### src/rtl/alarm_scheduler.sv
// Three one-shot alarm slots compared against the running clock; sequences
// ring, snooze and stop for the active alarm and queues simultaneous matches.
module alarm_scheduler #(
  parameter int RING_SECS   = 30,
  parameter int SNOOZE_SECS = 300
) (
  input  logic       clk,
  input  logic       rst_n,
  input  logic       tick_1hz,
  input  logic [4:0] cur_hour,
  input  logic [5:0] cur_min,
  input  logic [5:0] cur_sec,
  input  logic [4:0] hour1,
  input  logic [4:0] hour2,
  input  logic [4:0] hour3,
  input  logic [5:0] min1,
  input  logic [5:0] min2,
  input  logic [5:0] min3,
  input  logic [5:0] sec1,
  input  logic [5:0] sec2,
  input  logic [5:0] sec3,
  input  logic       set1,
  input  logic       set2,
  input  logic       set3,
  input  logic       stop_btn,
  input  logic       snooze_btn,
  output logic       ring,
  output logic [1:0] ring_id,
  output logic       snoozing,
  output logic [2:0] armed,
  output logic [2:0] pending
);

  localparam int MAX_SECS = (RING_SECS > SNOOZE_SECS) ? RING_SECS : SNOOZE_SECS;
  localparam int CW       = $clog2(MAX_SECS + 1);

  typedef enum logic [1:0] {IDLE = 2'd0, RING = 2'd1, SNOOZE = 2'd2} state_t;

  state_t        state_r;
  logic [CW-1:0] cnt_r;
  logic [4:0]    hour_r [3];
  logic [5:0]    min_r  [3];
  logic [5:0]    sec_r  [3];
  logic [2:0]    armed_r;
  logic [2:0]    pending_r;
  logic          ring_r;
  logic          snoozing_r;
  logic [1:0]    ring_id_r;

  logic [4:0]    in_hour_s [3];
  logic [5:0]    in_min_s  [3];
  logic [5:0]    in_sec_s  [3];
  logic [2:0]    set_s;
  logic [2:0]    valid_s;
  logic [2:0]    match_s;
  logic [2:0]    pend_base_s;
  logic [2:0]    pend_next_s;
  logic [1:0]    start_id_s;
  logic          abort_s;
  logic          cnt_last_s;
  logic [CW-1:0] cnt_dec_s;

  function automatic logic [1:0] lowest_id(input logic [2:0] v);
    if (v[0]) begin
      return 2'd1;
    end else if (v[1]) begin
      return 2'd2;
    end else if (v[2]) begin
      return 2'd3;
    end else begin
      return 2'd0;
    end
  endfunction

  function automatic logic [2:0] id_mask(input logic [1:0] id);
    case (id)
      2'd1:    return 3'b001;
      2'd2:    return 3'b010;
      2'd3:    return 3'b100;
      default: return 3'b000;
    endcase
  endfunction

  // Slot matching, load validation, pending bookkeeping and counter helpers
  always_comb begin
    set_s        = {set3, set2, set1};
    in_hour_s[0] = hour1;
    in_hour_s[1] = hour2;
    in_hour_s[2] = hour3;
    in_min_s[0]  = min1;
    in_min_s[1]  = min2;
    in_min_s[2]  = min3;
    in_sec_s[0]  = sec1;
    in_sec_s[1]  = sec2;
    in_sec_s[2]  = sec3;
    valid_s      = 3'b000;
    match_s      = 3'b000;
    abort_s      = 1'b0;
    for (int i = 0; i < 3; i++) begin
      valid_s[i] = (in_hour_s[i] <= 5'd23) && (in_min_s[i] <= 6'd59) && (in_sec_s[i] <= 6'd59);
      // A reload in the same cycle supersedes the old time in that slot
      match_s[i] = tick_1hz && armed_r[i] && !set_s[i] && (hour_r[i] == cur_hour) &&
                   (min_r[i] == cur_min) && (sec_r[i] == cur_sec);
      if ((state_r != IDLE) && set_s[i] && (ring_id_r == 2'(i + 1))) begin
        abort_s = 1'b1;
      end else begin
        abort_s = abort_s;
      end
    end
    pend_base_s = pending_r & ~set_s;
    if (match_s != 3'b000) begin
      start_id_s = lowest_id(match_s);
    end else begin
      start_id_s = lowest_id(pend_base_s);
    end
    if (state_r == IDLE) begin
      pend_next_s = (pend_base_s | match_s) & ~id_mask(start_id_s);
    end else begin
      pend_next_s = pend_base_s | match_s;
    end
    cnt_last_s = (cnt_r == CW'(1));
    if (cnt_r > CW'(1)) begin
      cnt_dec_s = cnt_r - CW'(1);
    end else begin
      cnt_dec_s = cnt_r;
    end
  end

  // Slot storage, arming and the ring/snooze state machine
  always_ff @(posedge clk or negedge rst_n) begin
    if (!rst_n) begin
      state_r    <= IDLE;
      cnt_r      <= '0;
      armed_r    <= 3'b000;
      pending_r  <= 3'b000;
      ring_r     <= 1'b0;
      snoozing_r <= 1'b0;
      ring_id_r  <= 2'd0;
      for (int i = 0; i < 3; i++) begin
        hour_r[i] <= 5'd0;
        min_r[i]  <= 6'd0;
        sec_r[i]  <= 6'd0;
      end
    end else begin
      for (int i = 0; i < 3; i++) begin
        if (set_s[i] && valid_s[i]) begin
          hour_r[i]  <= in_hour_s[i];
          min_r[i]   <= in_min_s[i];
          sec_r[i]   <= in_sec_s[i];
          armed_r[i] <= 1'b1;
        end else if (set_s[i] || match_s[i]) begin
          armed_r[i] <= 1'b0;
        end
      end
      pending_r <= pend_next_s;
      case (state_r)
        IDLE: begin
          if (start_id_s != 2'd0) begin
            state_r   <= RING;
            ring_r    <= 1'b1;
            ring_id_r <= start_id_s;
            cnt_r     <= CW'(RING_SECS);
          end
        end
        RING: begin
          if (abort_s || stop_btn || (tick_1hz && cnt_last_s)) begin
            state_r   <= IDLE;
            ring_r    <= 1'b0;
            ring_id_r <= 2'd0;
          end else if (snooze_btn) begin
            state_r    <= SNOOZE;
            ring_r     <= 1'b0;
            snoozing_r <= 1'b1;
            cnt_r      <= CW'(SNOOZE_SECS);
          end else if (tick_1hz) begin
            cnt_r <= cnt_dec_s;
          end
        end
        SNOOZE: begin
          if (abort_s || stop_btn) begin
            state_r    <= IDLE;
            snoozing_r <= 1'b0;
            ring_id_r  <= 2'd0;
          end else if (tick_1hz && cnt_last_s) begin
            state_r    <= RING;
            ring_r     <= 1'b1;
            snoozing_r <= 1'b0;
            cnt_r      <= CW'(RING_SECS);
          end else if (tick_1hz) begin
            cnt_r <= cnt_dec_s;
          end
        end
        default: begin
          state_r    <= IDLE;
          ring_r     <= 1'b0;
          snoozing_r <= 1'b0;
          ring_id_r  <= 2'd0;
        end
      endcase
    end
  end

  assign ring     = ring_r;
  assign ring_id  = ring_id_r;
  assign snoozing = snoozing_r;
  assign armed    = armed_r;
  assign pending  = pending_r;

endmodule

### config.mk
export PLATFORM = sky130hd
export DESIGN_NAME = alarm_scheduler
export DESIGN_NICKNAME = d
export VERILOG_FILES = /design/src/rtl/alarm_scheduler.sv
export SDC_FILE = /design/constraint.sdc
export NUM_CORES = 1
export LEC_CHECK = 0
export CORE_UTILIZATION = 51
export DETAILED_ROUTE_END_ITERATION = 16
export HOLD_SLACK_MARGIN = 0.12
export PLACE_DENSITY = 0.8
export SLEW_MARGIN = 20
export SYNTH_ARGS = -nofsm -noshare
export SYNTH_HDL_FRONTEND = slang
export SYNTH_SLANG_ARGS = --single-unit
### constraint.sdc
create_clock -name clk -period 2.6 [get_ports clk]
set_input_delay 0.52 -clock clk [delete_from_list [all_inputs] [get_ports clk]]
set_output_delay 0.52 -clock clk [all_outputs]
set_load 0.02 [all_outputs]
==> results.toml <==
[run_status]
status = "finished, final reports clean"

[floorplanning]
die_w_um = 90.2
rows = 31
dieArea_um2 = 8130
die_h_um = 90.2
initial_core_util = 0.538
io_pins = 86
core_area_um2 = 7370

[synth]
synth_cell_types = 49
synth-compound-area-share = 0.114
async_flop_share = 1.00
ys_seq_area_frac = 0.455
synth.area.mux_share = 0.152
yosysTopAreaCellShare = 0.455
yosys.area_share.simple = 0.129
synth_xor_area_frac = 0.113
synthCells = 359
synth_seq_cells = 72
synth.area.top_cells = "dfrtp_1, mux2_2, xor2_1"
synth_top_family_by_area = "multiplexers"
synth_flop_cell = "dfrtp_1"
synth_edf_count = 0
synth_top_cell_by_area = "dfrtp_1"
synth_nets = 441
yosysWarnings = 0
synth_area_um2 = 3960
syn_avg_cell_area_um2 = 11.0
synth_fa_ha_area_frac = 0.0189

[cells_and_area]
antenna_cells = 0
fillers = 471
layout-drive-gt1-share = 0.292
synthToLayoutAreaGrowth_pct = 40.7
fin_area_um2 = 5580
nets = 581
post-route-util = 0.757

[setup_path]
slowest_delay_ns = 0.45
crit_chain = "clkdlybuf4s50_1, xor2_1, nor4_2, nand3_2, o41ai_4, buf_4, or3_2, o21ai_2, mux2_4"
worst-path-max-fanout = 3
cp-start-kind = "primary input"
crit_path_end_kind = "register"
critical_path_required_ns = 2.84
worstReg2RegEnd = "cnt_r[2]"
r2r_setup_slack_ns = 0.17
crit_slowest_cell = "clkdlybuf4s50_1"
rr_startpoint = "state_r[1]"
cp_data_arrival_time_ns = 2.76
path_class = "primary input to register"
r2r_cells = 9

[clock_network]
clock-sinks = 72
tritoncts = "yes"
root_buffer = "clkbuf_8"
htreeDepth = 3
cts_buffers = 9
clockBufferDepth = 2
clkTransAtPathRegs_ns = 0.08
clk_latency_ns = 0.35

[detailed_routing]
drc = 0
wire_per_inst_um = 17.8
first_pass_iters = 5
antenna_left = 0
wl_mm = 10.7
vias_per_cell = 5.58
via_count = 3360
drtIter0Drc = 191

[placed_design]
hpwl_mm = 8.30
dpl_cell_area_um2 = 5260
place_ws_ns = -0.425
io_buffers = 85
gp_congestion = 0.932

[sta]
tightest_slew_ns = 0.665
finalCriticalPeriod_ns = 2.52
finalSetupTns_ns = 0
setup_ws_ns = 0.0820
max_slew_margin = 0.557
fmax_ghz = 0.397
fin_crit_sh = 0.968
finClkSkew_ns = 0.00615
finalSetupViolations = 0
whs_ns = 0.192
drv_slew = 0
hold_violations = 0

[power]
p_sw_mw = 1.40
peakVddDrop_mv = 0.336
pwr-share-seq = 0.382
p_per_area_nw_per_um2 = 703
pwr-share-comb = 0.396
p_sw_frac = 0.356
internal-power_mw = 2.52
total_leakage_power_nw = 2.40
pwr-share-clk = 0.222

[global_route]
grt_max_degree = 47
grt_pass1_wl_mm = 16.9
track_usage = 0.269
antenna_found_initial = 0
grt_pass1_vias = 3481
overflow = 0

[min_path]
hp-class = "primary input to async pin"

[flow_run]
drv_cap = 0
how the worst max path moves through the flow:
stage,start,to,slack [ns],depth (start not counted)
2_1_floorplan,ring_id[1],cnt_r[7],0.29,8
3_3_place_gp,cur_min[1],state_r[0],-0.38,8
3_5_place_dp,cur_min[1],cnt_r[6],-0.42,7
4_1_cts,cur_min[0],state_r[0],0.07,8
5_1_grt,cur_min[1],cnt_r[1],-0.03,9
6_report,cur_min[1],state_r[0],0.08,9
state kept, by name, indices dropped and copies added (netlist names):
signal / flops
snoozing: 1
armed: 3
pending: 3
ring_id: 2
ring: 1
min_r: 18
cnt_r: 9
state_r: 2
hour_r: 15
sec_r: 18
synthesized netlist by cell type, types with 2 or more instances:
master,number
a21o_1,3
a21oi_1,19
a31oi_1,7
clkbuf_1,6
dfrtp_1,72
ha_1,6
inv_1,11
mux2_2,52
nand2_1,13
nand3_1,6
nand4_1,14
nor2_1,19
nor2b_1,4
nor3_1,5
nor4_1,14
nor4b_1,3
o21a_1,2
o21ai_0,14
o21ai_1,2
o21ai_2,2
o22a_2,2
o31ai_1,2
o41ai_1,2
or2_2,2
or3_1,3
or3_2,2
xnor2_1,10
xor2_1,41
through the flow:
stage          instances  total power [mW]
2_1_floorplan        359              2.42
3_3_place_gp         582              2.90
3_5_place_dp         582              2.95
4_1_cts              597              3.82
5_1_grt              602              4.15
6_report             602              3.92
placed cells by master (no fill, tap or decap), drive strengths merged, types with 2 or more instances in the layout:
master | netlist | routed
o21a | 2 | 2
nand4 | 14 | 14
nand3 | 6 | 6
dfrtp | 72 | 72
inv | 11 | 11
o31ai | 3 | 4
or3 | 5 | 5
nor2 | 19 | 19
o41ai | 3 | 3
o21ai | 18 | 18
a21o | 4 | 4
buf | 1 | 51
xnor2 | 10 | 10
clkinv | 0 | 4
mux2 | 53 | 53
nor4 | 14 | 14
xor2 | 41 | 41
nor4b | 3 | 3
nand2b | 2 | 2
a31oi | 7 | 7
o22a | 3 | 3
dlymetal6s2s | 0 | 4
clkdlybuf4s50 | 0 | 80
a21oi | 19 | 19
nand2 | 13 | 13
nor3 | 5 | 5
or2 | 2 | 2
ha | 6 | 6
clkbuf | 6 | 9
nor2b | 4 | 4
critical path: cells and delay by family:
family,cells,cell delay (ns)
simple gates,3,0.66
buf+inv,2,0.62
compound gates,2,0.46
mux,1,0.31
xor+xnor,1,0.18
cell families after synthesis:
family | count (synthesis)
fa+ha+maj | 6
xor+xnor | 51
mux | 53
compound gates | 66
flops | 72
simple gates | 93
buf+inv | 18
layout make-up:
type / count / area [um2] / share of cell area
Clock buffer: 9 / 124 / 0.0222
Inverter: 11 / 41.3 / 0.00740
Timing Repair Buffer: 135 / 1240 / 0.223
Sequential cell: 72 / 1800 / 0.323
Multi-Input combinational cell: 270 / 2180 / 0.391
Tap cell: 99 / 124 / 0.0222
Clock inverter: 6 / 61.3 / 0.0110
power groups by stage:
stage / clock network, mW / registers (mW) / logic [mW]
floorplan: 0 / 1.49 / 0.932
global placement: 0 / 1.51 / 1.39
detailed placement: 0 / 1.52 / 1.43
CTS: 0.885 / 1.50 / 1.44
global route: 0.938 / 1.53 / 1.69
finish: 0.870 / 1.50 / 1.55
what timing repair did:
item / 4_1_cts / 5_1_grt
resized for setup: 0 / 17
hold buffers: 0 / 0
cloned: 0 / 1
setup endpoints to repair: 8 / 10
hold endpoints to repair: 0 / 0
pin swaps: 1 / 5
setup buffers: 0 / 4
routing by layer:
layer | global-route usage | vias to the layer above | routed length, um
met5 | 0 | - | 0
met4 | 0.109 | 0 | 376
met3 | 0.0626 | 23 | 584
met2 | 0.464 | 116 | 5430
met1 | 0.322 | 1629 | 4350
li1 | - | 1592 | -
Note: power is estimated with default switching activity, not from simulation.
